$ cat src/rtl/lc3_sequencer.sv
// LC-3 control sequencer: one shared memory ACCESS state with a latched return
// target, fixed-count or ready/timeout access, MUL handshake and single-step pause.
module lc3_sequencer #(
    parameter int MEM_WAIT      = 2,
    parameter int USE_MEM_READY = 0,
    parameter int TIMEOUT       = 255
) (
    input  logic        Clk,
    input  logic        Reset_n,
    input  logic        Run,
    input  logic        Continue,
    input  logic        Step_En,
    input  logic        BEN,
    input  logic [15:0] IR,
    input  logic        Mem_Ready,
    input  logic        Mul_Done,
    output logic [6:0]  Ld,
    output logic [3:0]  Gate,
    output logic        ADDR1MUX,
    output logic [1:0]  ADDR2MUX,
    output logic [1:0]  PCMUX,
    output logic [1:0]  DRMUX,
    output logic [1:0]  SR1MUX,
    output logic        SR2MUX,
    output logic        MARMUX,
    output logic [1:0]  ALUK,
    output logic        MIO_EN,
    output logic        R_W,
    output logic        Mul_Start,
    output logic        Halted,
    output logic        Paused,
    output logic        Invalid,
    output logic        Timeout,
    output logic [3:0]  Opcode
);
    typedef enum logic [4:0] {
        S_HALT, S_18, S_ACC, S_35, S_PAUSE, S_32,
        S_00, S_01, S_02, S_03, S_04, S_05, S_06, S_07, S_09,
        S_10, S_11, S_12, S_13, S_14, S_15,
        S_20, S_21, S_22, S_23, S_26, S_27, S_30, S_31,
        S_MULW, S_INV, S_FAULT
    } state_t;

    localparam logic [1:0] KIND_READ  = 2'd1;
    localparam logic [1:0] KIND_WRITE = 2'd2;
    localparam logic [7:0] WAIT_LAST  = 8'(MEM_WAIT);
    localparam logic [7:0] TO_LAST    = 8'(TIMEOUT - 1);
    localparam bit         READY_MODE = (USE_MEM_READY != 0);
    localparam int L_MAR = 0, L_MDR = 1, L_IR = 2, L_BEN = 3, L_REG = 4, L_CC = 5, L_PC = 6;
    localparam int G_PC = 0, G_MDR = 1, G_ALU = 2, G_MARMUX = 3;

    state_t     r_state, r_ret, w_next, w_ret;
    logic [1:0] r_kind, w_kind;
    logic [7:0] r_cnt;
    logic       r_cont_q;
    logic       w_cont_rise, w_acc_final, w_acc_fault, w_acc_enter;
    logic       w_unused;

    assign w_cont_rise = Continue & ~r_cont_q;
    assign w_acc_final = READY_MODE ? Mem_Ready : (r_cnt == WAIT_LAST);
    assign w_acc_fault = READY_MODE && !Mem_Ready && (r_cnt >= TO_LAST);
    assign w_acc_enter = (w_next == S_ACC) && (r_state != S_ACC);
    assign Opcode      = IR[15:12];
    assign SR2MUX      = IR[5];
    assign w_unused    = &{1'b0, IR[10:6], IR[4:0]};

    always_ff @(posedge Clk) begin
        if (!Reset_n) begin
            r_state  <= S_HALT;
            r_ret    <= S_35;
            r_kind   <= KIND_READ;
            r_cnt    <= '0;
            r_cont_q <= 1'b0;
        end else begin
            r_state  <= w_next;
            r_cont_q <= Continue;
            if (w_acc_enter) begin
                r_ret  <= w_ret;
                r_kind <= w_kind;
            end
            // counter only runs inside ACCESS and saturates instead of wrapping
            if (r_state != S_ACC)    r_cnt <= '0;
            else if (r_cnt != 8'hFF) r_cnt <= r_cnt + 8'd1;
        end
    end

    always_comb begin
        w_next = r_state;
        w_ret  = S_35;
        w_kind = KIND_READ;
        unique case (r_state)
            S_HALT:  if (Run) w_next = S_18;
            S_18:    w_next = S_ACC;
            S_ACC: begin
                if (w_acc_final)      w_next = (r_kind == KIND_WRITE) ? S_18 : r_ret;
                else if (w_acc_fault) w_next = S_FAULT;
            end
            S_35:    w_next = Step_En ? S_PAUSE : S_32;
            S_PAUSE: if (w_cont_rise) w_next = S_32;
            S_32: begin
                unique case (IR[15:12])
                    4'h0: w_next = S_00;  4'h1: w_next = S_01;
                    4'h2: w_next = S_02;  4'h3: w_next = S_03;
                    4'h4: w_next = S_04;  4'h5: w_next = S_05;
                    4'h6: w_next = S_06;  4'h7: w_next = S_07;
                    4'h8: w_next = S_INV; 4'h9: w_next = S_09;
                    4'hA: w_next = S_10;  4'hB: w_next = S_11;
                    4'hC: w_next = S_12;  4'hD: w_next = S_13;
                    4'hE: w_next = S_14;  default: w_next = S_15;
                endcase
            end
            S_00:       w_next = BEN ? S_22 : S_18;
            S_02, S_06: begin w_next = S_ACC; w_ret = S_27; end
            S_10:       begin w_next = S_ACC; w_ret = S_26; end
            S_26:       begin w_next = S_ACC; w_ret = S_27; end
            S_11:       begin w_next = S_ACC; w_ret = S_31; end
            S_15:       begin w_next = S_ACC; w_ret = S_30; end
            S_23:       begin w_next = S_ACC; w_ret = S_18; w_kind = KIND_WRITE; end
            S_03, S_07, S_31: w_next = S_23;
            S_04:       w_next = IR[11] ? S_21 : S_20;
            S_13:       w_next = S_MULW;
            S_MULW:     if (Mul_Done) w_next = S_18;
            S_INV, S_FAULT: if (w_cont_rise) w_next = S_HALT;
            default:    w_next = S_18;
        endcase
    end

    always_comb begin
        Ld = '0; Gate = '0; ADDR1MUX = 1'b0; ADDR2MUX = '0; PCMUX = '0;
        DRMUX = '0; SR1MUX = '0; MARMUX = 1'b0; ALUK = '0;
        MIO_EN = 1'b0; R_W = 1'b0; Mul_Start = 1'b0;
        Halted  = (r_state == S_HALT);
        Paused  = (r_state == S_PAUSE);
        Invalid = (r_state == S_INV);
        Timeout = (r_state == S_FAULT);
        unique case (r_state)
            S_18:  begin Gate[G_PC] = 1'b1; Ld[L_MAR] = 1'b1; Ld[L_PC] = 1'b1; end
            S_ACC: begin
                MIO_EN     = 1'b1;
                R_W        = (r_kind == KIND_WRITE);
                Ld[L_MDR]  = (r_kind == KIND_READ) && w_acc_final;
            end
            S_35:  begin Gate[G_MDR] = 1'b1; Ld[L_IR] = 1'b1; end
            S_32:  Ld[L_BEN] = 1'b1;
            S_01, S_05, S_09: begin
                SR1MUX = 2'b01; Gate[G_ALU] = 1'b1; Ld[L_REG] = 1'b1; Ld[L_CC] = 1'b1;
                ALUK   = (r_state == S_01) ? 2'b00 : (r_state == S_05) ? 2'b01 : 2'b10;
            end
            S_02, S_03, S_10, S_11: begin
                ADDR2MUX = 2'b10; MARMUX = 1'b1; Gate[G_MARMUX] = 1'b1; Ld[L_MAR] = 1'b1;
            end
            S_06, S_07: begin
                ADDR1MUX = 1'b1; ADDR2MUX = 2'b01; SR1MUX = 2'b01;
                MARMUX = 1'b1; Gate[G_MARMUX] = 1'b1; Ld[L_MAR] = 1'b1;
            end
            S_26, S_31: begin Gate[G_MDR] = 1'b1; Ld[L_MAR] = 1'b1; end
            S_27:  begin Gate[G_MDR] = 1'b1; Ld[L_REG] = 1'b1; Ld[L_CC] = 1'b1; end
            S_23:  begin SR1MUX = 2'b00; ALUK = 2'b11; Gate[G_ALU] = 1'b1; Ld[L_MDR] = 1'b1; end
            S_15:  begin Gate[G_MARMUX] = 1'b1; Ld[L_MAR] = 1'b1; end
            S_30:  begin Gate[G_MDR] = 1'b1; Ld[L_PC] = 1'b1; PCMUX = 2'b01; end
            S_22:  begin ADDR2MUX = 2'b10; PCMUX = 2'b10; Ld[L_PC] = 1'b1; end
            S_04:  begin Gate[G_PC] = 1'b1; Ld[L_REG] = 1'b1; DRMUX = 2'b01; end
            S_21:  begin ADDR2MUX = 2'b11; PCMUX = 2'b10; Ld[L_PC] = 1'b1; end
            S_20, S_12: begin
                SR1MUX = 2'b01; ADDR1MUX = 1'b1; PCMUX = 2'b10; Ld[L_PC] = 1'b1;
            end
            S_14:  begin
                ADDR2MUX = 2'b10; MARMUX = 1'b1; Gate[G_MARMUX] = 1'b1;
                Ld[L_REG] = 1'b1; Ld[L_CC] = 1'b1;
            end
            S_13:  Mul_Start = 1'b1;
            S_MULW: if (Mul_Done) begin
                Gate[G_ALU] = 1'b1; Ld[L_REG] = 1'b1; Ld[L_CC] = 1'b1;
            end
            default: ;
        endcase
    end
endmodule
$ cat config.mk
export PLATFORM = sky130hd
export DESIGN_NAME = lc3_sequencer
export DESIGN_NICKNAME = d
export VERILOG_FILES = /design/src/rtl/lc3_sequencer.sv
export SDC_FILE = /design/constraint.sdc
export NUM_CORES = 1
export LEC_CHECK = 0
export CAP_MARGIN = 40
export CELL_PAD_IN_SITES_DETAIL_PLACEMENT = 0
export CELL_PAD_IN_SITES_GLOBAL_PLACEMENT = 1
export CORE_MARGIN = 5
export CORE_UTILIZATION = 36
export CTS_CLUSTER_DIAMETER = 50
export CTS_CLUSTER_SIZE = 16
export DETAILED_ROUTE_END_ITERATION = 10
export PLACE_DENSITY = 0.95
export REMOVE_ABC_BUFFERS = 1
export SETUP_SLACK_MARGIN = 0.2
export SLEW_MARGIN = 20
export SYNTH_ARGS = -nofsm -noshare
export SYNTH_HDL_FRONTEND = slang
export SYNTH_SLANG_ARGS = --single-unit
$ cat constraint.sdc
create_clock -name Clk -period 4 [get_ports Clk]
set_clock_uncertainty 0.05 [all_clocks]
set_input_delay 0.8 -clock Clk [delete_from_list [all_inputs] [get_ports Clk]]
set_output_delay 0.8 -clock Clk [all_outputs]
set_load 0.05 [all_outputs]
==> run summary <==
Grt total ovfl: 0
CTS Root Buffer Type: clkbuf_8
Unrepaired setup endpoints after global routing: false
Setup CP Type: in2out
Worst slew margin: 56.30%
Slew @ Worst Pin: 0.6470 ns
Vias in the first global route: 2,036
Fill cells: 576
Critical path capture point type: output pin
I/O pin count: 59
VDD IR max: 181.7 µV
GPL Wtd Cong: 0.8963
HP Class: reg2reg
Setup WS post-layout: 0.3932 ns
Worst r2r src: r_state[3]
Tot GR Track Use: 16.02%
Top-area cell type share of the netlist area: 19.86%
Worst hold slack: 0.4562 ns
Core Util, Final: 46.09%
DRT Pass-1 Iters: 4
Avg Cell Area, Syn: 6.856 µm²
H-tree Lvls: 1
Crit-path max FO: 3
Worst-path clk slew: 0.07 ns
Worst skew pair latency: 0.25 ns
Highest metal used: met4
Rows: 27
FF-to-FF path depth: 7
Max Cap Viol: 0
Initial antenna violation count: 0
Antenna-violating nets left: 0
Final setup TNS: 0 ns
Routed wire length: 5861 µm
Num CTS Buffers: 3
Via count: 2,268
Ant diodes: 0
Top FF cell, synth: dfxtp_1
Final hold vios: 0
Yosys reg bits: 20
Terminus of the critical flop-to-flop path: r_ret[0]
# DRC: 0
Post-DP HPWL: 4619 µm
Hold path depth: 2
Library cells used by synthesis: 65
Global-route wire length before repair: 9860 µm
Fin. max-slew vios: 0
Synth warn: 0
CP Data Arrival Time: 2.76 ns
Core area: 5473 µm²
Status: finished clean
Worst Hold Launch: r_ret[1]
Register-to-register setup slack: 1.09 ns
Final period util: 90.17%
DRT iter0 DRCs: 116
DIE AREA: 7195 µm²
Clock Tree Buf Depth: 2
Vias per cell: 5.698
Syn Std Cell Area: 2016 µm²
Die Height: 84.83 µm
Count of port buffers added during placement: 43
Post-synth EDFFs: 0
Layout cell share with drive strength beyond 1: 7.055%
Minimum clock period: 3.607 ns
Seq/Total Area, Yosys: 19.86%
Die X: 84.83 µm
Power Dens Cells: 225.4 nW/µm²
WL/cell: 14.73 µm
Peak Freq: 0.2773 GHz
# Post-CTS Setup Buffers: 0
Critical Path Start Type: input port
CTS tree: yes
Nets: 358
P_leak: 0.0009236 µW
Hold path endpoint: r_ret[1]
P&R area growth vs syn: 25.14%
Largest net degree at the start of global routing: 25
Top post-synthesis cells by area: dfxtp_1 20%, nand2_1 6.3%, nor2_1 5.6%
Initial Util: 36.83%
WP data required: 3.15 ns
Power, Total: 568.5 µW
Final-report setup violation count: 0
CTS Hold Bufs: 0
Fraction of registers with async set/reset: 0%
Synth area leader: dfxtp_1
# resized after CTS: 0
WL met1: 2708 µm
CTS sink cnt: 20
Met2 wire length: 2857 µm
Wire length on met3: 263 µm
Syn Inst Count: 294
Dpl ws: 0.3885 ns
==> area by class of cell <==
cell class	count	area, µm²	share of cell area [%]
inverters	13	48.80	1.935
multi-input cells	237	1441	57.14
clock buffers	3	41.29	1.637
well taps	72	90.09	3.571
repair buffers	53	500.5	19.84
flip-flops and latches	20	400.4	15.87
==> routing by layer <==
metal | up-vias | GRT usage [%]
li1 | 1128 | -
met5 | - | 0
met2 | 55 | 27.90
met4 | 0 | 3.165
met3 | 4 | 1.456
met1 | 1081 | 21.60
==> cell families (layout without fill, tap and decap cells) <==
family	after synthesis	in the layout	share of synthesized area [%]
compound gates	77	77	25.88
other cells	1	2	0.1860
mux	4	4	2.048
xor+xnor	6	6	2.607
buf+inv	38	69	8.814
flops	20	20	19.86
fa+ha+maj	6	6	3.724
simple gates	142	142	36.87
==> report_power, final <==
group / leakage (µW) / switching (µW) / internal, µW / total (µW)
Sequential: 0.000162 / 11.3 / 204 / 215
Combinational: 0.000740 / 145 / 83.5 / 228
Clock: 0.0000216 / 58.4 / 66.9 / 125
Total: 0.000924 / 214 / 354 / 569
==> Yosys cell counts (2+ instances only) <==
| cell | n |
|---|---|
| nor2b_1 | 9 |
| o21bai_1 | 2 |
| o211ai_1 | 2 |
| nor4_1 | 4 |
| nor3_1 | 12 |
| ha_1 | 6 |
| nor2_1 | 30 |
| xor2_1 | 2 |
| dfxtp_1 | 20 |
| buf_1 | 3 |
| o31ai_1 | 2 |
| nand3_1 | 10 |
| inv_1 | 12 |
| o22a_1 | 3 |
| a21oi_1 | 19 |
| a31oi_1 | 4 |
| or3b_1 | 2 |
| a211oi_1 | 2 |
| nand4b_1 | 2 |
| nand3b_1 | 2 |
| nand2b_1 | 10 |
| buf_4 | 7 |
| o21ai_0 | 18 |
| nand4_1 | 6 |
| o22ai_1 | 5 |
| or2_2 | 2 |
| and3_1 | 2 |
| and2_1 | 4 |
| clkbuf_1 | 13 |
| xnor2_1 | 4 |
| nand2_1 | 34 |
| or3_1 | 4 |
| o32a_1 | 2 |
| mux2i_1 | 3 |
| a2111o_1 | 2 |
==> cells in the final DEF (no fill, tap or decap), drive strengths merged, types with 3 or more instances in the layout <==
cell type and n:
o22ai 5, o21ai 19, clkbuf 3, a31oi 4, nor2 30, mux2i 3
clkdlybuf4s50 41, o22a 3, buf 12, inv 12, nor4 4, and2 4
or3 5, xnor2 4, nor2b 9, ha 6, nand4 6, nor3 13
nand3 10, a21oi 19, dfxtp 20, nand2b 10, nand2 34
==> flip-flops by register name, summed over array words and instances (netlist names) <==
register / count
r_cnt: 8
r_state: 5
r_ret: 4
r_kind: 2
r_cont_q: 1
==> worst max-delay path by stage <==
| stage | startpoint | end | slack [ns] | depth (start not counted) |
|---|---|---|---|---|
| floorplan | r_state[0] | Ld[6] | 0.28 | 3 |
| global placement | IR[12] | r_ret[0] | 0.42 | 9 |
| detailed placement | Mul_Done | Ld[4] | 0.39 | 5 |
| CTS | Mul_Done | Ld[4] | 0.38 | 5 |
| global route | Mul_Done | Ld[4] | 0.29 | 5 |
| finish | Mul_Done | Ld[4] | 0.39 | 5 |
==> through the flow <==
stage / instance area [µm²] / cells
5_1_grt: 2522 / 398
2_1_floorplan: 1891 / 270
3_3_place_gp: 2481 / 395
3_5_place_dp: 2481 / 395
4_1_cts: 2522 / 398
6_report: 2522 / 398
==> worst max-delay path, cell delays in order <==
cell,delay [ns]
clkdlybuf4s50_1,0.51
nand3_1,0.12
o31ai_1,0.36
or2_2,0.17
clkdlybuf4s50_1,0.79
Note: power is estimated with default switching activity, not from simulation.
